`src/rtl/l2_line_responder_pkg.sv`:
```
// Shared types and constants for the L2 line responder.
// Holds the AXI4 slave channel structs, the FSM state encoding, the
// responder register set with its reset value, and small geometry helpers.
package l2_line_responder_pkg;

    localparam int CFG_SYSBUS_ADDR_BITS = 48;
    localparam int L2CACHE_LINE_BITS    = 256;
    localparam int CFG_SYSBUS_DATA_BITS = 64;

    localparam int ABITS     = CFG_SYSBUS_ADDR_BITS;
    localparam int LINEW     = L2CACHE_LINE_BITS;
    localparam int BUSW      = CFG_SYSBUS_DATA_BITS;
    localparam int LINEB     = LINEW / 8;
    localparam int BUSB      = BUSW / 8;
    localparam int BURST_LEN = LINEB / BUSB;
    localparam int LINE_OFS  = $clog2(LINEB);
    localparam int BUS_OFS   = $clog2(BUSB);
    localparam int IDX_BITS  = LINE_OFS - BUS_OFS;
    localparam int ID_BITS   = 5;
    localparam int USER_BITS = 1;

    localparam logic [1:0] RESP_OKAY   = 2'b00;
    localparam logic [1:0] RESP_SLVERR = 2'b10;

    typedef enum logic [2:0] {
        ST_IDLE      = 3'd0,
        ST_WDATA     = 3'd1,
        ST_LINE_REQ  = 3'd2,
        ST_LINE_RESP = 3'd3,
        ST_BRESP     = 3'd4,
        ST_RBURST    = 3'd5
    } state_t;

    typedef struct packed {
        logic                 aw_valid;
        logic [ABITS-1:0]     aw_addr;
        logic [7:0]           aw_len;
        logic [1:0]           aw_burst;
        logic [ID_BITS-1:0]   aw_id;
        logic [USER_BITS-1:0] aw_user;
        logic                 w_valid;
        logic [BUSW-1:0]      w_data;
        logic [BUSB-1:0]      w_strb;
        logic                 w_last;
        logic                 b_ready;
        logic                 ar_valid;
        logic [ABITS-1:0]     ar_addr;
        logic [7:0]           ar_len;
        logic [1:0]           ar_burst;
        logic [ID_BITS-1:0]   ar_id;
        logic [USER_BITS-1:0] ar_user;
        logic                 r_ready;
    } axi4_slave_in_type;

    typedef struct packed {
        logic                 aw_ready;
        logic                 w_ready;
        logic                 ar_ready;
        logic                 b_valid;
        logic [1:0]           b_resp;
        logic [ID_BITS-1:0]   b_id;
        logic [USER_BITS-1:0] b_user;
        logic                 r_valid;
        logic [1:0]           r_resp;
        logic [BUSW-1:0]      r_data;
        logic                 r_last;
        logic [ID_BITS-1:0]   r_id;
        logic [USER_BITS-1:0] r_user;
    } axi4_slave_out_type;

    // beat_cnt is one bit wider than len so a beat past len+1 is detectable
    typedef struct packed {
        state_t               state;
        logic [ABITS-1:0]     req_addr;
        logic                 req_write;
        logic [ID_BITS-1:0]   id;
        logic [USER_BITS-1:0] user;
        logic [7:0]           len;
        logic [IDX_BITS-1:0]  start_idx;
        logic [IDX_BITS-1:0]  beat_idx;
        logic [8:0]           beat_cnt;
        logic                 err;
        logic [LINEW-1:0]     line;
        logic [LINEB-1:0]     wstrb;
    } regs_t;

    localparam regs_t REGS_RST = '0;

    // True when a burst starting at slot start with len+1 beats leaves the line
    function automatic logic out_of_line(input logic [IDX_BITS-1:0] start,
                                         input logic [7:0] len);
        return (int'(start) + int'(len)) >= BURST_LEN;
    endfunction

    function automatic logic [ABITS-1:0] line_addr(input logic [ABITS-1:0] addr);
        return addr & ~ABITS'(LINEB - 1);
    endfunction

endpackage

```
`src/rtl/l2_line_responder_if.sv`:
```
// AXI4 slave-side bundle for the L2 line responder.
// xslvi: AW/W/AR channels plus b_ready/r_ready (driven by the master).
// xslvo: aw/w/ar ready plus B and R channels (driven by the responder).
interface l2_line_responder_if;
    import l2_line_responder_pkg::*;

    axi4_slave_in_type  xslvi;
    axi4_slave_out_type xslvo;

    modport master (output xslvi, input xslvo);
    modport slave  (input xslvi, output xslvo);
endinterface

```
`src/rtl/l2_line_responder.sv`:
```
// AXI4 slave that turns bursts into whole-line requests to a backing store.
// Write bursts are assembled into one line + byte strobe; read bursts fetch
// one line and stream it back beat by beat. One transaction in flight.
//
// Ports:
//   i_clk, i_nrst         clock, asynchronous active-low reset
//   xslv                  AXI4 slave channels (interface, slave modport)
//   o_req_valid/i_req_ready  line request handshake
//   o_req_write/addr/wdata/wstrb  line request payload
//   i_resp_valid/rdata/err   line response (always accepted)
//
// state        | meaning
// -------------+------------------------------------------------
// ST_IDLE      | waiting for AW (priority) or AR
// ST_WDATA     | collecting W beats into the line buffer
// ST_LINE_REQ  | line request presented until accepted
// ST_LINE_RESP | waiting for the backing-store response
// ST_BRESP     | write response presented until b_ready
// ST_RBURST    | streaming line slots out on R
module l2_line_responder
    import l2_line_responder_pkg::*;
(
    input  logic              i_clk,
    input  logic              i_nrst,
    l2_line_responder_if.slave xslv,
    output logic              o_req_valid,
    input  logic              i_req_ready,
    output logic              o_req_write,
    output logic [ABITS-1:0]  o_req_addr,
    output logic [LINEW-1:0]  o_req_wdata,
    output logic [LINEB-1:0]  o_req_wstrb,
    input  logic              i_resp_valid,
    input  logic [LINEW-1:0]  i_resp_rdata,
    input  logic              i_resp_err
);

    regs_t              r;
    regs_t              v;
    axi4_slave_in_type  xi;
    axi4_slave_out_type xo;
    logic               unused_in;

    assign xi = xslv.xslvi;
    assign xslv.xslvo = xo;

    // Sub-beat address bits and burst type carry no meaning here: every burst is INCR.
    assign unused_in = ^{xi.aw_addr[BUS_OFS-1:0], xi.ar_addr[BUS_OFS-1:0],
                         xi.aw_burst, xi.ar_burst};

    always_ff @(posedge i_clk or negedge i_nrst) begin
        if (!i_nrst) begin
            r <= REGS_RST;
        end else begin
            r <= v;
        end
    end

    always_comb begin
        v = r;
        unique case (r.state)
            ST_IDLE: begin
                if (xi.aw_valid) begin
                    v.id        = xi.aw_id;
                    v.user      = xi.aw_user;
                    v.len       = xi.aw_len;
                    v.start_idx = xi.aw_addr[LINE_OFS-1:BUS_OFS];
                    v.beat_idx  = xi.aw_addr[LINE_OFS-1:BUS_OFS];
                    v.beat_cnt  = '0;
                    v.req_addr  = line_addr(xi.aw_addr);
                    v.req_write = 1'b1;
                    v.line      = '0;
                    v.wstrb     = '0;
                    v.err       = out_of_line(xi.aw_addr[LINE_OFS-1:BUS_OFS], xi.aw_len);
                    v.state     = ST_WDATA;
                end else if (xi.ar_valid) begin
                    v.id        = xi.ar_id;
                    v.user      = xi.ar_user;
                    v.len       = xi.ar_len;
                    v.start_idx = xi.ar_addr[LINE_OFS-1:BUS_OFS];
                    v.beat_idx  = xi.ar_addr[LINE_OFS-1:BUS_OFS];
                    v.beat_cnt  = '0;
                    v.req_addr  = line_addr(xi.ar_addr);
                    v.req_write = 1'b0;
                    v.line      = '0;
                    v.wstrb     = '0;
                    v.err       = out_of_line(xi.ar_addr[LINE_OFS-1:BUS_OFS], xi.ar_len);
                    // out-of-line reads stream zeros straight away, no line fetch
                    v.state     = v.err ? ST_RBURST : ST_LINE_REQ;
                end
            end
            ST_WDATA: begin
                if (xi.w_valid) begin
                    // once err is set nothing is written back, so drop the beat
                    if (r.err || (r.beat_cnt > {1'b0, r.len})) begin
                        v.err = 1'b1;
                    end else begin
                        v.line[int'(r.beat_idx)*BUSW +: BUSW]  = xi.w_data;
                        v.wstrb[int'(r.beat_idx)*BUSB +: BUSB] = xi.w_strb;
                    end
                    v.beat_idx = r.beat_idx + 1'b1;
                    if (r.beat_cnt != '1) begin
                        v.beat_cnt = r.beat_cnt + 1'b1;
                    end
                    if (xi.w_last) begin
                        v.state = v.err ? ST_BRESP : ST_LINE_REQ;
                    end
                end
            end
            ST_LINE_REQ: begin
                if (i_req_ready) begin
                    v.state = ST_LINE_RESP;
                end
            end
            ST_LINE_RESP: begin
                if (i_resp_valid) begin
                    v.err = r.err | i_resp_err;
                    if (r.req_write) begin
                        v.state = ST_BRESP;
                    end else begin
                        v.line     = i_resp_rdata;
                        v.beat_idx = r.start_idx;
                        v.beat_cnt = '0;
                        v.state    = ST_RBURST;
                    end
                end
            end
            ST_BRESP: begin
                if (xi.b_ready) begin
                    v.state = ST_IDLE;
                end
            end
            ST_RBURST: begin
                if (xi.r_ready) begin
                    v.beat_idx = r.beat_idx + 1'b1;
                    v.beat_cnt = r.beat_cnt + 1'b1;
                    if (r.beat_cnt == {1'b0, r.len}) begin
                        v.state = ST_IDLE;
                    end
                end
            end
            default: begin
                v = REGS_RST;
            end
        endcase
    end

    always_comb begin
        xo          = '0;
        // readies are gated by reset so every output reads 0 while held in reset
        xo.aw_ready = (r.state == ST_IDLE) && i_nrst;
        xo.ar_ready = (r.state == ST_IDLE) && i_nrst && !xi.aw_valid;
        xo.w_ready  = (r.state == ST_WDATA);
        xo.b_valid  = (r.state == ST_BRESP);
        xo.b_resp   = r.err ? RESP_SLVERR : RESP_OKAY;
        xo.b_id     = r.id;
        xo.b_user   = r.user;
        xo.r_valid  = (r.state == ST_RBURST);
        if (r.state == ST_RBURST) begin
            xo.r_data = r.line[int'(r.beat_idx)*BUSW +: BUSW];
            xo.r_last = (r.beat_cnt == {1'b0, r.len});
        end
        xo.r_resp   = r.err ? RESP_SLVERR : RESP_OKAY;
        xo.r_id     = r.id;
        xo.r_user   = r.user;
        o_req_valid = (r.state == ST_LINE_REQ);
        o_req_write = r.req_write;
        o_req_addr  = r.req_addr;
        o_req_wdata = r.line;
        o_req_wstrb = r.wstrb;
    end

endmodule
```
`src/flat_wrapper.sv`:
```
// flat-port wrapper written by rule: the top's interface ports become plain ports
module l2_line_responder_flat import l2_line_responder_pkg::*;
  (i_clk, i_nrst, o_req_valid, i_req_ready, o_req_write, o_req_addr, o_req_wdata, o_req_wstrb, i_resp_valid, i_resp_rdata, i_resp_err, xslv_xslvi, xslv_xslvo);
  l2_line_responder_if xslv_i ();
  input  logic i_clk;
  input  logic i_nrst;
  output logic o_req_valid;
  input  logic i_req_ready;
  output logic o_req_write;
  output logic [ABITS-1:0] o_req_addr;
  output logic [LINEW-1:0] o_req_wdata;
  output logic [LINEB-1:0] o_req_wstrb;
  input  logic i_resp_valid;
  input  logic [LINEW-1:0] i_resp_rdata;
  input  logic i_resp_err;
  input wire logic [$bits(xslv_i.xslvi)-1:0] xslv_xslvi;
  output wire logic [$bits(xslv_i.xslvo)-1:0] xslv_xslvo;
  assign xslv_i.xslvi = xslv_xslvi;
  assign xslv_xslvo = xslv_i.xslvo;
  l2_line_responder u_core (.i_clk(i_clk), .i_nrst(i_nrst), .xslv(xslv_i), .o_req_valid(o_req_valid), .i_req_ready(i_req_ready), .o_req_write(o_req_write), .o_req_addr(o_req_addr), .o_req_wdata(o_req_wdata), .o_req_wstrb(o_req_wstrb), .i_resp_valid(i_resp_valid), .i_resp_rdata(i_resp_rdata), .i_resp_err(i_resp_err));
endmodule
```
`config.mk`:
```
export PLATFORM = sky130hd
export DESIGN_NAME = l2_line_responder_flat
export DESIGN_NICKNAME = d
export VERILOG_FILES = /design/src/rtl/l2_line_responder_pkg.sv /design/src/rtl/l2_line_responder_if.sv /design/src/rtl/l2_line_responder.sv /design/src/flat_wrapper.sv
export SDC_FILE = /design/constraint.sdc
export NUM_CORES = 1
export LEC_CHECK = 0
export ABC_AREA = 0
export BUFFER_PORTS_ARGS = -buffer_cell sky130_fd_sc_hd__buf_2
export CAP_MARGIN = 25
export CORE_AREA = 2 2 350 352
export CTS_BUF_LIST = sky130_fd_sc_hd__clkbuf_8
export DETAILED_ROUTE_END_ITERATION = 8
export DIE_AREA = 0 0 352 354
export PLACE_DENSITY = 0.43
export SLEW_MARGIN = 20
export SYNTH_ARGS = -nofsm -noshare
export SYNTH_HDL_FRONTEND = slang
export SYNTH_SLANG_ARGS = --single-unit
```
`constraint.sdc`:
```
create_clock -name i_clk -period 4.3 [get_ports i_clk]
set_input_delay 0.215 -clock i_clk [delete_from_list [all_inputs] [get_ports i_clk]]
set_output_delay 0.215 -clock i_clk [all_outputs]
set_load 0.02 [all_outputs]
```
* Word level (Yosys, flattened, before mapping)
Index checks and enable logic that the tools add are counted.
** Word-level totals
- Register bits :: 368
- Input bits :: 467
- Output and inout bits :: 424
- Logic and storage cells :: 96
** Operators by class
- Add/subtract/negate cells :: 6
- $lt $le $gt $ge :: 3
- Equal/unequal tests :: 18
- Shift-type cells :: 5
- Multiplexer cells :: 31
- Bitwise gates (word level) :: 5
- Reductions and logical operators :: 16
** Operators by type and width (number)
- one-hot mux 257 bit (4 select lines) :: 1
- two-way mux 368 bit :: 2
- two-way mux 300 bit :: 1
- two-way mux 288 bit :: 1
- two-way mux 268 bit :: 1
- bitwise mux 256 bit :: 1
- two-way mux 256 bit :: 1
- variable shift 64 x 33 -> 256 bit, first input constant :: 1
- indexed part select 256 x 9 -> 64 bit :: 1
- indexed part select 64 x 33 -> 256 bit :: 1
- one-hot mux 65 bit (2 select lines) :: 1
- one-hot mux 32 bit (3 select lines) :: 1
- two-way mux 65 bit :: 1
- >= comparator 32 x 4 -> 1 bit, second input constant :: 2
- one-hot mux 11 bit (5 select lines) :: 1
- negation 5 -> 33 bit :: 1
- negation 8 -> 33 bit :: 1
- variable shift 8 x 33 -> 32 bit, first input constant :: 1
- indexed part select 8 x 33 -> 32 bit :: 1
- bitwise mux 32 bit :: 1
- two-way mux 3 bit :: 9
- two-way mux 11 bit :: 2
- adder 2 x 8 -> 9 bit :: 2
- one-hot mux 3 bit (6 select lines) :: 1
- other kinds (29) :: 48

* Logic depth before layout (Yosys ltp)
- Depth after elaboration :: 9
- Mapped depth :: 10
- Mapped depth without buffers :: 8

* Worst setup path after synthesis
OpenSTA, ideal clock, no wires.
- Path kind :: register -> register
- Start point :: register u_core.r[295] in the netlist's numbering
- End point :: register u_core.r, in the netlist u_core.o_req_wdata[17]
- Setup time :: 0.135 ns
- Arrival time :: 2.389 ns
- Required time :: 4.165 ns
- Setup slack :: 1.776 ns
- Cell stages (with the launch flop) :: 10
- Path buffers :: 3
- Clock period less this slack :: 2.524 ns
- Cells stage by stage :: dfrtp_1 ha_1 a2111oi_0 o21ai_1 o22a_1 buf_2 a2111oi_4 buf_2 buf_2 o22ai_1
** Between the ends
- Longest elaborated chain between the ends :: 4
** Ends and longest elaborated chain
- start, declared :: line l2_line_responder.sv:37 : regs_t r;
- start signal, assigned :: line l2_line_responder.sv:54 : r <= v;
- > comparator 9 x 8 -> 1 bit :: line l2_line_responder.sv:94 : if (r.err || (r.beat_cnt > {1'b0, r.len})) begin
- logical OR 1 bit :: line l2_line_responder.sv:94
- inequality test 2 bit (no line)
- AND reduction 6 bit (no line)
No other way between the ends.
A chain may end at the register's enable or synchronous reset.

* Worst setup path after layout
- Start point :: register u_core.r[298] in the netlist's numbering
- End point :: register u_core.r, in the netlist u_core.o_req_wdata[22]
** Between the ends
- Longest elaborated chain between the ends :: 6
** Ends and longest elaborated chain
- negation 8 -> 33 bit * :: line l2_line_responder.sv:97 : v.line[int'(r.beat_idx)*BUSW +: BUSW] = xi.w_data;
- indexed part select 64 x 33 -> 256 bit or variable shift 64 x 33 -> 256 bit (tied branches) :: line l2_line_responder.sv:97
- bitwise mux 256 bit * :: line l2_line_responder.sv:97
- two-way mux 288 bit * :: line l2_line_responder.sv:94
- two-way mux 300 bit * :: line l2_line_responder.sv:92 : if (xi.w_valid) begin
- one-hot mux 257 bit (4 select lines) * :: line l2_line_responder.sv:60 : unique case (r.state)
Every way passes the cells marked *; elsewhere a longest branch is shown, timed or not. The select of a mux whose other input is x is not followed.

==> run_results.csv <==
group,metric,value,unit
logic_synthesis,syn_inst,2345,
place,place_congestion,0.883,
floorplan,start_util,18.8,%
timing,finalClockSkew,0.0414,ns
worst_hold_path,hold_path.class,"in2reg",
setup_path,slowest_delay,0.82,ns
logic_synthesis,synth_area_leaders,"dfrtp_1, buf_4, a222oi_1, o22ai_1, mux4_2",
logic_synthesis,synth_cell_types,54,
final_layout,stdcell_area,0.0343,mm^2
timing,maxSlewHeadroom,30.3,%
logic_synthesis,synthTopCellsByCount,"nand2_1, buf_4, dfrtp_1",
timing,worst_slack,0.699,ns
logic_synthesis,synthXorXnorAreaFrac,0.0385,%
setup_path,arrival,4.21,ns
final_layout,area_growth_syn_to_layout,50.8,%
clock_network,worstSkewPairLatency,0.70,ns
timing,drv_slew,0,
power,switchingPower,10900,uW
timing,max_freq,278,MHz
timing,holdWs,0.0864,ns
power,swShare,50.2,%
global_routing,grt_pass1_vias,25558,
timing,tightest_slew,1.04,ns
power,powerDensity,636,mW/mm^2
logic_synthesis,muxShareOfSynthArea,6.70,%
clock_network,cts_root_buf,"clkbuf_8",
timing,finalCritPeriodShare,83.7,%
final_layout,drive_gt1_share,32.7,%
run_status,outcome,"complete, but fails checks",
clock_network,holdBufCountCts,637,
worst_hold_path,min_from,"xslv_xslvi[161]",
clock_network,post-cts-setup-buffer-count,0,
clock_network,clk_path_buf_depth,3,
floorplan,dieWidth,352,um
setup_path,crit_buf_inv,3,
timing,fin_crit,3.60,ns
setup_path,rrSetupSlack,0.70,ns
drt,vias,25440,
setup_path,r2r_start,"u_core.r[298]$_DFFE_PN0P_",
place,place_area,0.0264,mm^2
global_routing,grt_max_degree,132,
logic_synthesis,yosysMostFrequentCell,"nand2_1",
clock_network,cts_resized,0,
flow_run,drv_cap,0,
drt,avgRoutedWirePerCell,24.1,um
place,portBuffers,873,
logic_synthesis,synth_seq_cells,363,
global_routing,grt_pass1_wl,178,mm
logic_synthesis,yosys.area_share.simple,10.6,%
timing,finalSetupTns,0,ns
drt,routed_via_density,4.99,
drt,wirelength,123,mm
worst_hold_path,holdPathEnd,"u_core.r[301]$_DFFE_PN0P_",
power,comb_power_share,56.6,%
timing,setup_viol,0,
clock_network,clock-sinks,363,
power,internal_power,10900,uW
clock_network,clk_pin_slew_worst_paths,0.06,ns
drt,drc,5,
setup_path,regToRegEndpoint,"u_core.o_req_wdata[22]$_DFFE_PN0P_",
setup_path,r2r_cells,7,
logic_synthesis,ys_seq_area_share,39.9,%
logic_synthesis,syn-mean-instance-area,9.70,um^2
global_routing,grtUsageTotal,18.8,%
logic_synthesis,netlist_area,0.0227,mm^2
logic_synthesis,synthFlopType,"dfrtp_1",
timing,hold_violations,0,
setup_path,start_kind,"register",
setup_path,crit_family,"buffers and inverters",
clock_network,cts_buffers,77,
place,post-place-ws,1.18,ns
final_layout,final_net_count,3901,
logic_synthesis,synth_compound_area_share,25.0,%
worst_hold_path,holdPathStages,3,
run_status,violations,"design-rule violations",
logic_synthesis,synth_warnings,0,
logic_synthesis,synth_area_leader_cell,"dfrtp_1",
setup_path,path_class,"reg2reg",
logic_synthesis,synth_fa_ha_area_share,1.17,%
power,peakVddDrop,0.421,mV
logic_synthesis,async_reset_ff_share,100,%
floorplan,io_pins,891,
logic_synthesis,synth_top_area_share,39.9,%
power,total_power,21800,uW
timing,rsz0062_at_grt,"no",
setup_path,endpoint_kind,"register",
logic_synthesis,synth_top_family_by_area,"compound AO/OA/AOI/OAI gates",
floorplan,coreArea,0.121,mm^2
drt,first_pass_iters,9,
power,pwr-share-seq,25.9,%
clock_network,h-tree-depth,3,
place,dp_hpwl,81.6,mm
global_routing,antenna_found_initial,17,
clock_network,cts_tree,"built",
drt,ant_nets,0,
setup_path,cp.required,4.91,ns
floorplan,rows,128,
setup_path,path_max_fanout,28,
drt,drt_iter0_markers,3080,
setup_path,cp_cell_sequence,"inv_1 > ha_1 > nor4b_2 > buf_4 > a222oi_1 > dlygate4sd3_1 > o22ai_1",
power,p_leak,0.0151,uW
logic_synthesis,synth_edf_count,0,
floorplan,die_h,354,um
global_routing,overflow,0,
setup_path,critPathSlowestCell,"dfrtp_4",
floorplan,fp.dieArea,0.125,mm^2
power,clkPwrFrac,17.5,%
-- registers in the layout, indices dropped and copies added, names as in the netlist --
name,flops
u_core.r,25
u_core.o_req_write,1
u_core.o_req_addr,43
u_core.o_req_wstrb,32
u_core.o_req_wdata,256
u_core.xslv.xslvo,6
-- through the flow --
stage,utilization [%],std cells
finish,28.4,5098
global route,28.4,5092
CTS,28.3,5087
detailed placement,21.8,4323
global placement,21.8,4323
floorplan,-,2351
-- worst max-delay path by stage --
stage | startpoint | endpoint | slack [ns] | cells past startpoint
after global placement | u_core.r[298]$_DFFE_PN0P_ | u_core.o_req_wstrb[5]$_DFFE_PN0P_ | 1.19 | 6
after global routing | u_core.r[365]$_DFFE_PN0P_ | u_core.o_req_wdata[119]$_DFFE_PN0P_ | 0.51 | 7
after CTS | u_core.r[367]$_DFFE_PN0P_ | u_core.o_req_wdata[127]$_DFFE_PN0P_ | 0.66 | 7
after detailed placement | u_core.r[298]$_DFFE_PN0P_ | u_core.o_req_wstrb[7]$_DFFE_PN0P_ | 1.18 | 6
final | u_core.r[298]$_DFFE_PN0P_ | u_core.o_req_wdata[22]$_DFFE_PN0P_ | 0.70 | 7
after floorplan | u_core.r[295]$_DFFE_PN0P_ | u_core.o_req_wdata[17]$_DFFE_PN0P_ | 1.78 | 9
-- metal layers --
metal  vias up  share of wire (%)  track usage (%)
met2      1398                 47             30.1
met4        14                4.1             8.58
met5         -              0.078                0
met3       237                8.7             4.92
met1     12873                 41             23.7
li1      10918                  -                -
-- cell usage in the layout (no fill, tap or decap), types with 4 or more instances in the layout --
master	n
mux2i_1	7
buf_12	20
dlygate4sd3_1	637
nor3_1	4
buf_4	53
a32o_1	16
o21ai_0	65
o31ai_1	15
a31oi_1	4
a222oi_1	256
a22o_1	50
nand2b_1	7
nor2b_1	8
and2_1	4
o211ai_1	17
nand2_1	377
nand4_1	6
nand3_1	25
clkbuf_8	92
inv_1	47
diode_2	11
ha_1	18
dfrtp_1	360
a22oi_1	8
a21oi_1	6
o21ai_1	13
nor2_1	14
o22ai_1	262
conb_1	7
buf_2	871
mux4_2	64
and3_1	67
nor2_4	4
-- cells by family (layout without fill, tap and decap cells) --
logic type                 after synthesis  in the layout
muxes                                   72             72
AOI/OAI and AO/OA                      727            727
other                                    1             18
buffers and inverters                  620           1731
xor gates and xnor gates                 1              1
adders and majority gates               20             20
DFF                                    363            363
and+or+nand+nor                        541            541
-- power by group through the flow --
stage                     Sequential [uW]  Combinational [uW]  Clock (uW)
final                                5640               12300        3820
after global routing                 5790               13100        4110
after detailed placement             5680               11200           0
after global placement               5660               11200           0
after CTS                            5620               12300        3970
after floorplan                      5070                8110           0
-- layout make-up --
class                   instances  area (um^2)
diodes                         11         27.5
clock buffers                  92         1270
clock inverters                35          229
fillers                     12957        86600
inverters                      22         82.6
multi-input cells            1368        10000
flip-flops and latches        363         9090
well taps                    1625         2030
repair buffers               1582        11500
-- worst min-delay path, stage by stage --
cell	delay, ns
buf_2	0.11
mux2i_1	0.17
o31ai_1	0.24
No activity file was read; power rests on OpenSTA's default activity.
